File: config.mk
export PLATFORM = sky130hd
export DESIGN_NAME = page_reg_arb
export DESIGN_NICKNAME = d
export VERILOG_FILES = /design/src/rtl/page_reg_arb_pkg.sv /design/src/rtl/rr_pick.sv /design/src/rtl/page_reg_arb.sv
export SDC_FILE = /design/constraint.sdc
export NUM_CORES = 1
export LEC_CHECK = 0
export ABC_AREA = 1
export CAP_MARGIN = 20
export CORE_UTILIZATION = 41
export DETAILED_ROUTE_END_ITERATION = 10
export PLACE_DENSITY = 0.8
export SETUP_SLACK_MARGIN = 0.4
export SYNTH_ARGS = -nofsm -noshare
export SYNTH_HDL_FRONTEND = slang
export SYNTH_SLANG_ARGS = --single-unit
File: constraint.sdc
create_clock -name clk -period 1.9 [get_ports clk]
set_input_delay 0.38 -clock clk [delete_from_list [all_inputs] [get_ports clk]]
set_output_delay 0.38 -clock clk [all_outputs]
set_load 0.03 [all_outputs]
File: src/rtl/page_reg_arb_pkg.sv
// ---------------------------------------------------------------------------
// page_reg_arb_pkg : shared types and defaults for the page register arbiter
// rev 1.0
// ---------------------------------------------------------------------------
`default_nettype none

package page_reg_arb_pkg;

  typedef enum logic [1:0] {
    IDLE   = 2'd0,
    ACCESS = 2'd1,
    TURN   = 2'd2
  } state_t;

  localparam int DEF_AW = 3;
  localparam int DEF_DW = 8;

endpackage

`default_nettype wire

File: src/rtl/rr_pick.sv
// ---------------------------------------------------------------------------
// rr_pick : combinational round-robin first-set search starting at ptr
// rev 1.0
// ---------------------------------------------------------------------------
`default_nettype none

module rr_pick #(
  parameter int NREQ = 4,
  parameter int IW   = 2
) (
  input  logic [NREQ-1:0] req,
  input  logic [IW-1:0]   ptr,
  output logic            found,
  output logic [IW-1:0]   idx
);

  always_comb begin
    int          sum;
    logic [IW-1:0] cand;
    found = 1'b0;
    idx   = '0;
    sum   = 0;
    cand  = '0;
    // Scan from the farthest offset down so the nearest set bit wins last.
    for (int k = NREQ - 1; k >= 0; k--) begin
      sum = int'(ptr) + k;
      if (sum >= NREQ) sum = sum - NREQ;
      cand = IW'(sum);
      if (req[cand]) begin
        found = 1'b1;
        idx   = cand;
      end
    end
  end

endmodule

`default_nettype wire

File: src/rtl/page_reg_arb.sv
// ---------------------------------------------------------------------------
// page_reg_arb : round-robin sequencer sharing one page register file
// rev 1.0
// ---------------------------------------------------------------------------
`default_nettype none

module page_reg_arb
  import page_reg_arb_pkg::*;
#(
  parameter int NREQ     = 4,
  parameter int AW       = DEF_AW,
  parameter int DW       = DEF_DW,
  parameter int HOLD_MAX = 4,
  parameter int IW       = 2
) (
  input  logic              clk,
  input  logic              reset_l,
  input  logic [NREQ-1:0]    req,
  input  logic [NREQ-1:0]    we,
  input  logic [NREQ*AW-1:0] addr,
  input  logic [NREQ*DW-1:0] wdata,
  output logic [NREQ-1:0]    gnt,
  output logic              reg_en_in,
  output logic              reg_en_out,
  output logic [AW-1:0]      reg_addr,
  output logic [DW-1:0]      reg_wdata,
  input  logic [DW-1:0]      reg_rdata,
  output logic              drv_en_l,
  output logic              rvalid,
  output logic [DW-1:0]      rdata,
  output logic [IW-1:0]      rid
);

  localparam int CW = $clog2(HOLD_MAX + 1);

  state_t        r_state;
  logic [IW-1:0] r_owner;
  logic [IW-1:0] r_ptr;
  logic [CW-1:0] r_cnt;
  logic          r_last_rd;

  logic          w_found;
  logic [IW-1:0] w_win;
  logic          w_own_req;
  logic          w_own_we;
  logic [AW-1:0] w_own_addr;
  logic [DW-1:0] w_own_wdata;
  logic          w_xfer;
  logic          w_xfer_wr;
  logic          w_xfer_rd;

  rr_pick #(
    .NREQ (NREQ),
    .IW   (IW)
  ) u_pick (
    .req   (req),
    .ptr   (r_ptr),
    .found (w_found),
    .idx   (w_win)
  );

  assign w_own_req   = req[r_owner];
  assign w_own_we    = we[r_owner];
  assign w_own_addr  = addr[r_owner*AW +: AW];
  assign w_own_wdata = wdata[r_owner*DW +: DW];

  // Strobes derive from the async-reset state, so reset kills them at once.
  assign w_xfer    = (r_state == ACCESS) && w_own_req;
  assign w_xfer_wr = w_xfer && w_own_we;
  assign w_xfer_rd = w_xfer && !w_own_we;

  assign reg_en_in  = w_xfer_wr;
  assign reg_en_out = w_xfer_rd;
  assign drv_en_l   = !w_xfer_rd;
  assign reg_addr   = w_xfer ? w_own_addr : '0;
  assign reg_wdata  = w_xfer_wr ? w_own_wdata : '0;

  always_ff @(posedge clk or negedge reset_l) begin
    if (!reset_l) begin
      r_state   <= IDLE;
      r_owner   <= '0;
      r_ptr     <= '0;
      r_cnt     <= '0;
      r_last_rd <= 1'b0;
      gnt       <= '0;
      rvalid    <= 1'b0;
      rdata     <= '0;
      rid       <= '0;
    end else begin
      rvalid <= w_xfer_rd;
      if (w_xfer_rd) begin
        rdata <= reg_rdata;
        rid   <= r_owner;
      end

      case (r_state)
        IDLE: begin
          if (w_found) begin
            gnt       <= {{(NREQ-1){1'b0}}, 1'b1} << w_win;
            r_owner   <= w_win;
            r_ptr     <= (w_win == IW'(NREQ - 1)) ? '0 : w_win + 1'b1;
            r_cnt     <= '0;
            r_last_rd <= 1'b0;
            r_state   <= ACCESS;
          end
        end
        ACCESS: begin
          if (!w_own_req) begin
            gnt     <= '0;
            r_state <= r_last_rd ? TURN : IDLE;
          end else begin
            r_cnt     <= r_cnt + 1'b1;
            r_last_rd <= !w_own_we;
            // The transfer that fills the hold quota closes the grant.
            if (r_cnt == CW'(HOLD_MAX - 1)) begin
              gnt     <= '0;
              r_state <= w_own_we ? IDLE : TURN;
            end
          end
        end
        TURN:    r_state <= IDLE;
        default: r_state <= IDLE;
      endcase
    end
  end

endmodule

`default_nettype wire
==> results.txt, run 1 <==
Status -> finished, violations left
Failing checks -> setup timing
Hold WS -> 0.462 ns
Clock sink count -> 25
I/O pin cnt -> 91
Height of the chip -> 70.3 um
GP Congestion -> 0.833
Avg Vias per Cell -> 5.29
CP Cell Sequence -> nor2_1 -> inv_1 -> nor2_8 -> inv_6 -> nor2_4 -> inv_8 -> a21oi_4 -> buf_6
Number of synthesized flops with an enable pin -> 0
Buf/Inv on CP -> 4
Placed Area -> 3150 um^2
Power per Cell Area -> 1900 nW/um^2
Synth Flop Type -> dfrtp_1
H-tree levels -> 1
Skew final -> 0.00557 ns
Crit path largest cell delay -> 0.42 ns
Syn Inst Count -> 271
Most common cell in the netlist -> nand2_1
Tmin final -> 2.17 ns
Clock Latency Late Sink -> 0.28 ns
Maximum vdd drop -> 0.000884 V
Layout area overhead -> 98.9%
Wire per inst -> 16.7 um
CTS Root Cell -> clkbuf_8
Worst reg2reg startpoint -> r_ptr[0]
Final hold vios -> 0
Core Rows -> 24
Die width -> 70.3 um
RSZ-0062 raised after global routing -> yes
Via count -> 2412
Detailed Route WL -> 7630 um
RR Endpoint -> gnt[3]
Total power -> 7240 uW
Fin area -> 3800 um^2
Overall Global Routing Usage -> 25.3%
I/O Buffers -> 90
Seq cells post-synth -> 25
Starting DRC count in detailed routing -> 101
CP max stage cell -> dfrtp_1
FFs w/ async S/R, synth -> 100%
HP Class -> in2async
Pleak -> 0.00177 uW
Initial antenna violation count -> 0
Cells on worst reg2reg path -> 13
TritonCTS clock tree -> done
Ranking of synthesized cells by area -> dfrtp_1 33%, nand2_1 13%, nor2_1 11%
Worst Tran Pin Value -> 0.551 ns
Clk buf depth -> 2
Wire length of the first global-routing pass -> 9980 um
Synth top cells by count -> 65 x nand2_1, 54 x nor2_1, 27 x o21ai_0
Inserted Clock Buffers -> 3
Slew headroom -> 63.2%
Flop2flop setup slack -> -0.05 ns
Area leader, netlist -> dfrtp_1
Starting density of the core -> 43.3%
Grt total ovfl -> 0
Yosys top cell area share -> 32.7%
DR DRC count -> 0
Fmax achieved -> 0.460 GHz
Setup-failing EPs final -> 16
Post-DP HPWL -> 4360 um
WP data arrival -> 1.79 ns
# hold bufs at CTS -> 0
Number of global-route vias before repair -> 2252
Type of element capturing the critical path -> output pin
Mean post-synth cell area -> 7.06 um^2
Core ar. -> 4410 um^2
Cell area after synthesis -> 1910 um^2
Register area share after synthesis -> 32.7%
Type of the worst setup path -> reg2out
Post-Syn Nets -> 339
Post-DRT Antenna Nets -> 0
Max-cap violations -> 0
Slew Limit Fails -> 0
Layout cells sized above 1 -> 42.1%
Drt first pass iters -> 4
Delay-heaviest family, CP -> simple AND/OR/NAND/NOR gates
Die Footprint -> 4940 um^2
Fin crit share -> 114%
Critical Path Fanout Max -> 8
Layout Nets -> 473
Required time worst endpoint -> 1.52 ns
YS warnings -> 0
Ant. Diodes -> 0
Synth unique cells -> 27
CP Launch Type -> flip-flop
Post-layout worst setup margin -> -0.275 ns
Clock-pin slew on the worst setup and hold paths -> 0.09 ns
Largest net degree at the start of global routing -> 26
==> per-layer routing <==
metal	up-vias	GRT usage (%)	share of wire (%)
met5	-	0	0
met4	0	7.33	3.3
met3	29	6.93	5.4
met2	94	46.2	54
met1	1160	28.3	37
li1	1129	-	-
==> kinds of logic (layout without fill, tap and decap cells) <==
family                     Yosys count  after routing  share of synthesized area [%]
DFF                                 25             25                           32.7
AOI/OAI and AO/OA                   50             50                           14.8
and+or+nand+nor                    159            160                           40.2
adders and majority gates            6              6                           3.92
buffers and inverters               31            163                           8.37
==> worst register-to-register path: stages, from the launching register on <==
cell,delay (ns)
dfrtp_2,0.53
inv_8,0.10
nand2_4,0.09
nand2_4,0.07
nand2_4,0.09
nand3_4,0.08
o21ai_1,0.12
nand2_1,0.10
nand2_2,0.15
inv_4,0.07
ha_4,0.15
nand3b_1,0.15
nand2_1,0.10
nor2_1,0.05
==> through the flow <==
| step | std cells | setup TNS, ns | utilization [%] | setup slack (ns) |
|---|---|---|---|---|
| final | 456 | -3.26 | 86.2 | -0.275 |
| after global routing | 456 | -4.41 | 86.2 | -0.342 |
| after CTS | 450 | -3.22 | 78.5 | -0.271 |
| after detailed placement | 431 | -6.79 | 71.3 | -0.341 |
| after global placement | 431 | -6.26 | 71.3 | -0.321 |
| after floorplan | 271 | -0.427 | - | -0.0533 |
==> worst max-delay path by stage <==
stage,depth (start not counted),start,endpoint
2_1_floorplan,8,r_owner[0],reg_wdata[0]
3_3_place_gp,10,req[0],reg_wdata[7]
3_5_place_dp,10,req[0],reg_wdata[0]
4_1_cts,9,r_owner[0],reg_wdata[0]
5_1_grt,9,r_state[0],reg_wdata[0]
6_report,8,r_state[1],reg_wdata[0]
==> sequential cells by signal, indices dropped and copies added, names as in the netlist <==
name	count
rid	2
r_cnt	3
r_last_rd	1
r_owner	2
gnt	4
rvalid	1
r_state	2
rdata	8
r_ptr	2
==> layout by cell type, fill, tap and decap left out, types with 4 or more instances in the layout <==
cell type	n
nand2_8	4
clkdlybuf4s50_1	57
inv_4	4
o21ai_1	11
buf_6	27
inv_2	4
a21oi_4	12
nand2_2	16
nor2_1	50
buf_4	32
nand2_1	44
inv_1	8
dlygate4sd2_1	19
nor2_2	4
inv_8	4
ha_4	4
dfrtp_1	21
o21ai_0	16
nand3_2	7
dfrtp_2	4
o21ai_2	4
nand2_4	22
==> timing repair <==
item | CTS | global route
pin swaps | 26 | 27
gates cloned | 1 | 0
setup buffers | 14 | 6
endpoints found under the setup margin | 54 | 39
resized for setup | 68 | 75
==> power by group <==
| group | switching, uW | total [uW] | internal (uW) |
|---|---|---|---|
| Sequential | 217 | 992 | 775 |
| Clock | 181 | 329 | 147 |
| Combinational | 3480 | 5920 | 2450 |
| Total | 3870 | 7240 | 3370 |
==> cell type report <==
cell class | instances | area [um^2]
clock buffer | 3 | 41.3
inverter | 21 | 124
tap | 52 | 65.1
timing repair buffer | 138 | 1340
sequential | 25 | 631
multi-input combinational | 216 | 1600
clock inverter | 1 | 5.00
fill | 249 | 609
Note: power is estimated with default switching activity, not from simulation.
==> inputs of run 2 (changes only) <==
- CORE_UTILIZATION: 41 -> 40
- PLACE_DENSITY: 0.8 -> 0.81
- SYNTH_HIERARCHICAL: default -> 1
==> run 2 against run 1 <==
Compared with the run above: the run still ends with setup timing left; sequential power down 0.9%; global-route usage down 0.65 points; core utilization down 2.5 points; clock-buffer cell count unchanged; via count down 5.4%; first-iteration DRC count down 22%.
==> results.txt, run 2 <==
Wire length of the first global-routing pass -> 8630 um (was 9980 um)
TritonCTS clock tree -> done (unchanged)
Post-DRT Antenna Nets -> 0 (unchanged)
Skew final -> 0.00233 ns (was 0.00557 ns)
Pleak -> 0.00161 uW (was 0.00177 uW)
Fin area -> 3420 um^2 (was 3800 um^2)
Height of the chip -> 68.0 um (was 70.3 um)
Ranking of synthesized cells by area -> dfrtp_1 36%, nand2_1 18%, nor2_1 10% (was dfrtp_1 33%, nand2_1 13%, nor2_1 11%)
Type of element capturing the critical path -> output pin (unchanged)
Placed Cells -> 415 (was 431)
Post-Syn Nets -> 331 (was 339)
GP Congestion -> 0.780 (was 0.833)
Most frequent cells in the layout -> 61 x nand2_1, 57 x clkdlybuf4s50_1, 46 x nor2_1 (was 57 x clkdlybuf4s50_1, 50 x nor2_1, 44 x nand2_1)
Die Footprint -> 4620 um^2 (was 4940 um^2)
Die width -> 68.0 um (was 70.3 um)
Placed Area -> 2920 um^2 (was 3150 um^2)
Number of global-route vias before repair -> 1960 (was 2252)
Yosys top cell area share -> 35.9% (was 32.7%)
Largest registers -> rdata (8), gnt (4), r_cnt (3) (unchanged)
Max reg flops -> 8 (unchanged)
Maximum vdd drop -> 0.00112 V (was 0.000884 V)
HP Class -> in2async (unchanged)
DR DRC count -> 0 (unchanged)
Avg Vias per Cell -> 5.27 (was 5.29)
Post-layout worst setup margin -> -0.195 ns (was -0.275 ns)
I/O Buffers -> 90 (unchanged)
Layout cells sized above 1 -> 36.0% (was 42.1%)
Setup-failing EPs final -> 14 (was 16)
Mean post-synth cell area -> 6.62 um^2 (was 7.06 um^2)
Largest net degree at the start of global routing -> 26 (unchanged)
FFs w/ async S/R, synth -> 100% (unchanged)
I/O pin cnt -> 91 (unchanged)
Post-Layout Cell Count -> 433 (was 456)
Hold WS -> 0.469 ns (was 0.462 ns)
Post-DP HPWL -> 4060 um (was 4360 um)
Layout area overhead -> 96.3% (was 98.9%)
WP data arrival -> 1.71 ns (was 1.79 ns)
Seq cells post-synth -> 25 (unchanged)
Tmin final -> 2.09 ns (was 2.17 ns)
Failing checks -> setup timing (unchanged)
Fmax achieved -> 0.477 GHz (was 0.460 GHz)
Syn Inst Count -> 263 (was 271)
Detailed Route WL -> 7270 um (was 7630 um)
Cells on worst reg2reg path -> 10 (was 13)
Layout Nets -> 452 (was 473)
RSZ-0062 raised after global routing -> yes (unchanged)
Initial antenna violation count -> 0 (unchanged)
Synth Flop Type -> dfrtp_1 (unchanged)
Ant. Diodes -> 0 (unchanged)
Final hold vios -> 0 (unchanged)
Slew Limit Fails -> 0 (unchanged)
Number of synthesized flops with an enable pin -> 0 (unchanged)
Total power -> 5920 uW (was 7240 uW)
H-tree levels -> 1 (unchanged)
Worst Tran Pin Value -> 0.363 ns (was 0.551 ns)
Overall Global Routing Usage -> 24.7% (was 25.3%)
Inserted Clock Buffers -> 3 (unchanged)
Grt total ovfl -> 0 (unchanged)
Clock Latency Late Sink -> 0.27 ns (was 0.28 ns)
YS warnings -> 6 (was 0)
CP Launch Type -> flip-flop (unchanged)
Type of the worst setup path -> reg2out (unchanged)
Wire per inst -> 16.8 um (was 16.7 um)
Max-cap violations -> 0 (unchanged)
Area leader, netlist -> dfrtp_1 (unchanged)
Power per Cell Area -> 1730 nW/um^2 (was 1900 nW/um^2)
Post-route setup TNS -> -2.21 ns (was -3.26 ns)
Status -> finished, violations left (unchanged)
Most common cell in the netlist -> nand2_1 (unchanged)
Synth top cells by count -> 83 x nand2_1, 48 x nor2_1, 28 x o21ai_0 (was 65 x nand2_1, 54 x nor2_1, 27 x o21ai_0)
Critical Path Fanout Max -> 8 (unchanged)
Commonest non-fill, non-tap cell in the layout -> nand2_1 (was clkdlybuf4s50_1)
Synth unique cells -> 26 (was 27)
Required time worst endpoint -> 1.52 ns (about the same)
CTS Root Cell -> clkbuf_8 (unchanged)
Cell area after synthesis -> 1740 um^2 (was 1910 um^2)
Worst reg2reg startpoint -> r_ptr[0] (unchanged)
Starting density of the core -> 42.6% (was 43.3%)
# hold bufs at CTS -> 0 (unchanged)
Clk buf depth -> 2 (unchanged)
Core Rows -> 23 (was 24)
Clock-pin slew on the worst setup and hold paths -> 0.09 ns (about the same)
Starting DRC count in detailed routing -> 79 (was 101)
Clock sink count -> 25 (unchanged)
Drt first pass iters -> 4 (unchanged)
Fin crit share -> 110% (was 114%)
Register area share after synthesis -> 35.9% (was 32.7%)
Most flop-heavy register -> rdata (unchanged)
Flop2flop setup slack -> 0.05 ns (was -0.05 ns)
Via count -> 2281 (was 2412)
Core ar. -> 4090 um^2 (was 4410 um^2)
RR Endpoint -> r_ptr[0] (was gnt[3])
Slew headroom -> 75.6% (was 63.2%)
-- run 2: power by group --
part / internal [uW] / switching (uW)
Clock: 147 / 168
Combinational: 1940 / 2680
Sequential: 762 / 221
Total: 2850 / 3070
-- run 2: how the worst max path moves through the flow --
| stage | startpoint | endpoint | slack (ns) | cells after the start |
|---|---|---|---|---|
| 6_report | r_owner[0] | reg_wdata[2] | -0.19 | 7 |
| 5_1_grt | r_owner[0] | reg_wdata[2] | -0.26 | 7 |
| 4_1_cts | r_owner[0] | reg_wdata[2] | -0.15 | 8 |
| 3_5_place_dp | req[2] | reg_wdata[2] | -0.29 | 8 |
| 3_3_place_gp | req[3] | reg_wdata[4] | -0.22 | 8 |
| 2_1_floorplan | r_owner[0] | reg_wdata[0] | 0.13 | 8 |
-- run 2: kinds of logic (layout without fill, tap and decap cells) --
kind of cell	after synthesis	count (layout)	share of synthesized area, %
simple gates	156	157	37.9
compound gates	45	45	13.6
buf+inv	31	150	8.26
flops	25	25	35.9
fa+ha+maj	6	6	4.31
-- run 2: routing by layer --
metal	wire length (um)	part of all wire, %	global-route usage, %
met4	324	4.5	8.59
met3	583	8.0	4.33
met2	3640	50	44.7
met1	2720	37	28.8
met5	0	0	0
-- run 2: cell type report --
type | count | area, um^2
fill | 255 | 667
clock inverter | 1 | 5.00
sequential | 25 | 631
timing repair buffer | 125 | 1220
multi-input combinational | 208 | 1370
clock buffer | 3 | 41.3
tap | 50 | 62.6
inverter | 21 | 98.8
-- run 2: worst max-delay path, stage by stage, from the launching register on --
cell and delay, ns:
dfrtp_2 0.50, nand2_1 0.13, nand3_4 0.12, nand3_4 0.09, inv_4 0.09, nand3_4 0.18
a21oi_4 0.19, buf_6 0.15
-- run 2: repair_timing --
| item | 4_1_cts | 5_1_grt |
|---|---|---|
| endpoints found under the setup margin | 53 | 39 |
| pin swaps | 7 | 23 |
| setup buffers | 6 | 6 |
| cloned | 2 | 0 |
| resized for setup | 63 | 62 |
-- run 2: through the flow --
step	utilization [%]	worst slack, ns
global route	83.7	-0.260
detailed placement	71.5	-0.292
finish	83.7	-0.195
floorplan	-	0.126
CTS	77.6	-0.148
global placement	71.5	-0.223
